**src/rtl/sort_pkg.sv**
```systemverilog
// Shared definitions for the frame_sorter block: FSM state encoding and
// width helpers derived from DEPTH.
package sort_pkg;

  // Frame state: loading samples (FILL) or streaming them out (DRAIN).
  typedef enum logic [0:0] {
    FILL  = 1'b0,
    DRAIN = 1'b1
  } state_e;

  // Width of an arrival-position tag; never narrower than one bit.
  function automatic int idx_width(input int depth);
    return (depth > 1) ? $clog2(depth) : 1;
  endfunction

  // Width of a counter that must hold 0..depth inclusive.
  function automatic int cnt_width(input int depth);
    return $clog2(depth + 1);
  endfunction

endpackage

```
**src/rtl/sort_cell.sv**
```systemverilog
// One position of the sorted register array. Holds a sample, an occupied
// flag and (with FRAME_SORTER_IDX_EN) the sample's arrival tag. The parent
// decides per cycle whether the cell loads the new sample, takes its lower
// neighbour (insert shift-up) or its upper neighbour (drain shift-down).
module sort_cell #(
  parameter int WIDTH = 8
`ifdef FRAME_SORTER_IDX_EN
  , parameter int IDX_W = 2
`endif
) (
  input  logic             clk,
  input  logic             rst,
  input  logic             take_new,
  input  logic             shift_up,
  input  logic             pop,
  input  logic [WIDTH-1:0] new_data,
  input  logic [WIDTH-1:0] below_data,
  input  logic             below_occ,
  input  logic [WIDTH-1:0] above_data,
  input  logic             above_occ,
`ifdef FRAME_SORTER_IDX_EN
  input  logic [IDX_W-1:0] new_tag,
  input  logic [IDX_W-1:0] below_tag,
  input  logic [IDX_W-1:0] above_tag,
  output logic [IDX_W-1:0] tag,
`endif
  output logic [WIDTH-1:0] data,
  output logic             occ,
  output logic             gt_new
);

  logic [WIDTH-1:0] data_q, data_d;
  logic             occ_q, occ_d;
`ifdef FRAME_SORTER_IDX_EN
  logic [IDX_W-1:0] tag_q, tag_d;
`endif

  // Insert decision input: an empty cell never counts as greater.
  assign gt_new = occ_q && (data_q > new_data);
  assign data   = data_q;
  assign occ    = occ_q;
`ifdef FRAME_SORTER_IDX_EN
  assign tag    = tag_q;
`endif

  // Next cell contents: drain shift-down, insert here, insert shift-up, or hold.
  always_comb begin
    data_d = data_q;
    occ_d  = occ_q;
`ifdef FRAME_SORTER_IDX_EN
    tag_d  = tag_q;
`endif
    if (pop) begin
      data_d = above_data;
      occ_d  = above_occ;
`ifdef FRAME_SORTER_IDX_EN
      tag_d  = above_tag;
`endif
    end else if (take_new) begin
      data_d = new_data;
      occ_d  = 1'b1;
`ifdef FRAME_SORTER_IDX_EN
      tag_d  = new_tag;
`endif
    end else if (shift_up) begin
      data_d = below_data;
      occ_d  = below_occ;
`ifdef FRAME_SORTER_IDX_EN
      tag_d  = below_tag;
`endif
    end
  end

  // Cell registers, cleared by asynchronous reset.
  always_ff @(posedge clk or posedge rst) begin
    if (rst) begin
      data_q <= '0;
      occ_q  <= 1'b0;
`ifdef FRAME_SORTER_IDX_EN
      tag_q  <= '0;
`endif
    end else begin
      data_q <= data_d;
      occ_q  <= occ_d;
`ifdef FRAME_SORTER_IDX_EN
      tag_q  <= tag_d;
`endif
    end
  end

endmodule

```
**src/rtl/frame_sorter.sv**
```systemverilog
// Streaming frame sorter: accepts up to DEPTH unsigned samples, keeps them
// sorted by parallel in-place insertion, then streams them out min first.
// Optional macro FRAME_SORTER_IDX_EN adds out_idx, the arrival position of
// each emitted sample within its frame.
//
// Handshake: a transfer happens on a rising edge where valid && ready are both
// high; valid never waits for ready, and data/last are held stable while
// valid is high and ready is low.
module frame_sorter
  import sort_pkg::*;
#(
  parameter int WIDTH = 8,
  parameter int DEPTH = 4
) (
  input  logic                        clk,
  input  logic                        rst,
  input  logic                        in_valid,
  output logic                        in_ready,
  input  logic [WIDTH-1:0]            in_data,
  input  logic                        in_last,
  output logic                        out_valid,
  input  logic                        out_ready,
  output logic [WIDTH-1:0]            out_data,
  output logic                        out_last,
`ifdef FRAME_SORTER_IDX_EN
  output logic [idx_width(DEPTH)-1:0] out_idx,
`endif
  output logic [0:0]                  dbg_state
);

  localparam int CNT_W = cnt_width(DEPTH);
  localparam logic [CNT_W-1:0] CNT_ONE       = CNT_W'(1);
  localparam logic [CNT_W-1:0] CNT_LAST_SLOT = CNT_W'(DEPTH - 1);
  localparam logic [0:0] ST_FILL  = FILL;
  localparam logic [0:0] ST_DRAIN = DRAIN;
`ifdef FRAME_SORTER_IDX_EN
  localparam int IDX_W = idx_width(DEPTH);
`endif

  logic [0:0]       state_q, state_d;
  logic [CNT_W-1:0] count_q, count_d;
  logic             accept;
  logic             pop;

  logic [WIDTH-1:0] cell_data [DEPTH];
  logic [DEPTH-1:0] cell_occ;
  logic [DEPTH-1:0] cell_gt;
  logic [DEPTH-1:0] at_or_above;
  logic [DEPTH-1:0] take_new;
  logic [DEPTH-1:0] shift_up;
`ifdef FRAME_SORTER_IDX_EN
  logic [IDX_W-1:0] cell_tag [DEPTH];
  logic [IDX_W-1:0] new_tag;

  // Arrival position of the incoming sample equals samples already held.
  assign new_tag = count_q[IDX_W-1:0];
`endif

  assign accept = in_valid && (state_q == ST_FILL);
  assign pop    = out_ready && (state_q == ST_DRAIN);

  // Per-cell insert control. Occupied cells form a sorted prefix, so the set
  // of cells "greater than new or empty" is a contiguous suffix; its lowest
  // cell takes the new sample and every cell above it takes its lower
  // neighbour. Equal values are not greater, so ties land after old ones.
  for (genvar i = 0; i < DEPTH; i++) begin : g_cell
    logic [WIDTH-1:0] below_data_w;
    logic             below_occ_w;
    logic [WIDTH-1:0] above_data_w;
    logic             above_occ_w;
`ifdef FRAME_SORTER_IDX_EN
    logic [IDX_W-1:0] below_tag_w;
    logic [IDX_W-1:0] above_tag_w;
`endif

    assign at_or_above[i] = cell_gt[i] | ~cell_occ[i];

    if (i == 0) begin : g_bottom
      assign take_new[i]  = accept & at_or_above[i];
      assign shift_up[i]  = 1'b0;
      assign below_data_w = '0;
      assign below_occ_w  = 1'b0;
`ifdef FRAME_SORTER_IDX_EN
      assign below_tag_w  = '0;
`endif
    end else begin : g_mid
      assign take_new[i]  = accept & at_or_above[i] & ~at_or_above[i-1];
      assign shift_up[i]  = accept & at_or_above[i-1];
      assign below_data_w = cell_data[i-1];
      assign below_occ_w  = cell_occ[i-1];
`ifdef FRAME_SORTER_IDX_EN
      assign below_tag_w  = cell_tag[i-1];
`endif
    end

    if (i == DEPTH - 1) begin : g_top
      assign above_data_w = '0;
      assign above_occ_w  = 1'b0;
`ifdef FRAME_SORTER_IDX_EN
      assign above_tag_w  = '0;
`endif
    end else begin : g_low
      assign above_data_w = cell_data[i+1];
      assign above_occ_w  = cell_occ[i+1];
`ifdef FRAME_SORTER_IDX_EN
      assign above_tag_w  = cell_tag[i+1];
`endif
    end

    sort_cell #(
      .WIDTH (WIDTH)
`ifdef FRAME_SORTER_IDX_EN
      , .IDX_W (IDX_W)
`endif
    ) u_cell (
      .clk        (clk),
      .rst        (rst),
      .take_new   (take_new[i]),
      .shift_up   (shift_up[i]),
      .pop        (pop),
      .new_data   (in_data),
      .below_data (below_data_w),
      .below_occ  (below_occ_w),
      .above_data (above_data_w),
      .above_occ  (above_occ_w),
`ifdef FRAME_SORTER_IDX_EN
      .new_tag    (new_tag),
      .below_tag  (below_tag_w),
      .above_tag  (above_tag_w),
      .tag        (cell_tag[i]),
`endif
      .data       (cell_data[i]),
      .occ        (cell_occ[i]),
      .gt_new     (cell_gt[i])
    );
  end

  // FSM and sample count: a frame ends on in_last or on the DEPTH-th sample;
  // the drain ends after the pop of the final remaining sample.
  always_comb begin
    state_d = state_q;
    count_d = count_q;
    case (state_q)
      ST_FILL: begin
        if (accept) begin
          count_d = count_q + CNT_ONE;
          if (in_last || (count_q == CNT_LAST_SLOT)) begin
            state_d = ST_DRAIN;
          end
        end
      end
      default: begin
        if (pop) begin
          count_d = count_q - CNT_ONE;
          if (count_q == CNT_ONE) begin
            state_d = ST_FILL;
          end
        end
      end
    endcase
  end

  // State and count registers, cleared by asynchronous reset.
  always_ff @(posedge clk or posedge rst) begin
    if (rst) begin
      state_q <= ST_FILL;
      count_q <= '0;
    end else begin
      state_q <= state_d;
      count_q <= count_d;
    end
  end

  // Outputs are pure state decodes; data is zero whenever it is not valid.
  assign in_ready  = (state_q == ST_FILL);
  assign out_valid = (state_q == ST_DRAIN);
  assign out_data  = out_valid ? cell_data[0] : '0;
  assign out_last  = out_valid && (count_q == CNT_ONE);
  assign dbg_state = state_q;
`ifdef FRAME_SORTER_IDX_EN
  assign out_idx   = out_valid ? cell_tag[0] : '0;
`endif

endmodule

```
**config.mk**
```make
export PLATFORM = sky130hd
export DESIGN_NAME = frame_sorter
export DESIGN_NICKNAME = d
export VERILOG_FILES = /design/src/rtl/sort_pkg.sv /design/src/rtl/sort_cell.sv /design/src/rtl/frame_sorter.sv
export SDC_FILE = /design/constraint.sdc
export NUM_CORES = 1
export LEC_CHECK = 0
export ABC_AREA = 1
export CORE_UTILIZATION = 35
export CTS_CLUSTER_SIZE = 10
export DETAILED_ROUTE_END_ITERATION = 8
export GPL_TIMING_DRIVEN = 1
export HOLD_SLACK_MARGIN = 0.06
export PLACE_DENSITY = 0.52
export SLEW_MARGIN = 20
export SYNTH_ARGS = -nofsm -noshare
export SYNTH_HDL_FRONTEND = slang
export SYNTH_SLANG_ARGS = --single-unit
```
**constraint.sdc**
```tcl
create_clock -name clk -period 2.7 [get_ports clk]
set_clock_uncertainty 0.05 [all_clocks]
set_input_delay 0.27 -clock clk [delete_from_list [all_inputs] [get_ports clk]]
set_output_delay 0.27 -clock clk [all_outputs]
set_load 0.02 [all_outputs]
```
==> flow_summary.yaml <==
final_layout:
  fin_cells: 641
  mostFrequentLayoutCells: "nand2_1, inv_1, nand4_1"
  final_common_cell: "nand2_1"
  postLayoutCellArea_sq_um: 3950
  final_layout_size_suffix_gt1_share_pct: 12.5
  nets: 561
  syn_to_final_growth_pct: 18.8
  n_antenna_cell: 0
synthesis:
  synth_nets: 519
  syn_inst: 470
  ys_ff_latch: 40
  synth_area_sq_um: 3330
  synth.avg_cell_area_sq_um: 7.08
  yosysWarningCount: 0
  ys_top_cells_by_area: "dfrtp_1, nand2_1, ha_1"
  yosysTopAreaCellShare_pct: 30.1
  ys_types: 32
  synth.largest_area_cell: "dfrtp_1"
  synth-seq-area-share_pct: 30.1
timing:
  slew_violations: 0
  worst_slew_pin_slew_ns: 0.628
  finalCriticalPeriod_ns: 2.44
  max_freq_mhz: 409
  timing.hold.ws_ns: 0.290
  setup_viol: 0
  min_period_over_period_pct: 90.5
  slew_headroom_pct: 58.1
  hold_violations: 0
  rsz0062_at_grt: "no"
power:
  swShare_pct: 49.2
  pwr-share-seq_pct: 27.6
  comb_power_share_pct: 61.7
  p_per_area_nw_per_um2: 1060
  finalPower_mw: 4.21
  p_leak_nw: 2.15
  switchingPower_mw: 2.07
  p_int_mw: 2.14
  clock_power_share_pct: 10.7
  peakVddDrop_mv: 0.510
global_routing:
  use_met2_pct: 34.1
  met1_usage_pct: 27.2
  grt_pass1_vias: 3218
  track_usage_pct: 20.4
  top_usage_layer: "met2"
  grt_start_max_net_pins: 63
  grt_pass1_wl_microns: 15800
  met3_usage_pct: 2.81
  grt-ovfl-total: 0
  antenna_found_initial: 0
floorplan:
  die_width_microns: 99.5
  die_h_microns: 99.5
  dieArea_sq_um: 9910
  pin_count: 25
  num_rows: 35
  initial_core_util_pct: 36.0
  core_area_sq_um: 9240
worst_setup_path:
  end_kind: "flop"
  r2r_end: "g_cell[1].u_cell.data[6]"
  r2r_start: "g_cell[0].u_cell.data[7]"
  slowest_stage: "clkdlybuf4s50_1"
  crit_path_start_kind: "input port"
  r2r_slack_ns: 0.34
  rr_worst_depth: 10
  critPathMostFrequentCell: "nand2_1"
  crit_required_ns: 2.85
  crit_chain: "clkdlybuf4s50_1 > inv_1 > ha_1 > a21o_1 > nor2_1 > nand2_1 > a21oi_4 > nand3_4 > nand2_1 > inv_2 > nand2_1 > nand2_1"
  cp_top_family: "simple AND/OR/NAND/NOR gates"
  slowest_delay_ns: 0.48
  path_max_fanout: 17
  cp_num_buf_inv: 3
  path_class: "in2reg"
  arrival_ns: 2.59
detailed_routing:
  wire_per_inst_microns: 14.7
  vias: 3257
  drtAntennaViolNets: 0
  first_pass_iters: 4
  drtIter0Drc: 158
  vias_per_cell: 5.08
  routed_wl_microns: 9440
  remaining_drc_errors: 0
outcome:
  status: "complete, no violations"
cts:
  cts_tree: "yes"
  cts.reportedPaths.clkPinSlew_ns: 0.08
  htree_levels: 2
  cts_made_buffers: 5
  cts_root_buffer: "clkbuf_8"
  hold_buffers: 0
  clockBufferDepth: 2
  cts_repair_resize_count: 0
  clk_latency_ns: 0.30
  cts.sinks: 40
  cts_setup_buffers: 0
place:
  place.gp.congestion: 0.831
  portBuffers: 24
  dp_cells: 634
  place_area_sq_um: 3860
  hpwl_microns: 7280
run:
  maxCapViolCount: 0
min_path:
  hold_class: "in2async"
routing by layer:
metal	part of all wire, %	routed length (microns)
met5	0	0
met1	47	4460
met2	48	4490
met4	2.0	191
met3	3.1	291
flip-flops by register name (all words and copies together), names as in the netlist:
register and flops:
count_q 3, dbg_state 1, g_cell.u_cell.occ 4, g_cell.u_cell.data 32
power groups by stage:
stage	sequential, mW	clock, mW	combinational [mW]
6_report	1.16	0.450	2.60
5_1_grt	1.20	0.484	2.96
4_1_cts	1.17	0.464	2.61
3_5_place_dp	1.18	0	2.60
3_3_place_gp	1.18	0	2.56
2_1_floorplan	1.08	0	1.85
synthesized netlist by cell type:
| master | number |
|---|---|
| a21o_1 | 3 |
| a21oi_1 | 18 |
| a21oi_2 | 1 |
| a21oi_4 | 2 |
| a31oi_1 | 7 |
| a32o_1 | 2 |
| buf_1 | 1 |
| buf_2 | 5 |
| buf_4 | 4 |
| buf_6 | 2 |
| clkbuf_1 | 6 |
| dfrtp_1 | 40 |
| ha_1 | 36 |
| inv_1 | 58 |
| inv_2 | 4 |
| nand2_1 | 152 |
| nand2_2 | 5 |
| nand2_4 | 1 |
| nand3_1 | 25 |
| nand3_2 | 2 |
| nand3_4 | 2 |
| nand4_1 | 42 |
| nand4_2 | 1 |
| nor2_1 | 25 |
| nor2_2 | 1 |
| nor2_4 | 1 |
| o211ai_1 | 2 |
| o21a_1 | 1 |
| o21ai_0 | 12 |
| or2_2 | 7 |
| xnor2_1 | 1 |
| xor2_1 | 1 |
through the flow:
| stage | util, % | setup WS (ns) | setup TNS, ns |
|---|---|---|---|
| final | 42.8 | 0.255 | 0 |
| after global routing | 42.8 | 0.129 | 0 |
| after CTS | 42.8 | 0.285 | 0 |
| after detailed placement | 41.7 | -0.0203 | -0.0843 |
| after global placement | 41.7 | -0.0154 | -0.0692 |
| after floorplan | - | 0.780 | 0 |
cell type report:
class / count / area [sq um]
Multi-Input combinational cell: 350 / 1990
Sequential cell: 40 / 1000
Timing Repair Buffer: 53 / 470
Tap cell: 129 / 161
Fill cell: 990 / 5290
Clock buffer: 7 / 96.3
Inverter: 62 / 233
cell families (layout without fill, tap and decap cells):
kind of cell	count (synthesis)	after routing	share of synthesized area (%)
adder cells (fa/ha/maj)	36	36	13.5
flip-flops	40	40	30.1
buffers and inverters	80	122	10.1
AO/OA/AOI/OAI	48	48	9.02
XOR/XNOR	2	2	0.526
AND/OR/NAND/NOR	264	264	36.8
how the worst max path moves through the flow:
stage               slack, ns                     start                       end  cells past startpoint
floorplan                0.78  g_cell[0].u_cell.data[7]  g_cell[1].u_cell.data[1]                     11
global placement        -0.02                in_data[7]  g_cell[1].u_cell.data[6]                     12
detailed placement      -0.02                in_data[7]  g_cell[1].u_cell.data[6]                     12
CTS                      0.28                in_data[7]  g_cell[1].u_cell.data[6]                     12
global route             0.13                in_data[7]  g_cell[1].u_cell.data[1]                     14
finish                   0.26                in_data[7]  g_cell[1].u_cell.data[6]                     12
No activity file was read; power rests on OpenSTA's default activity.
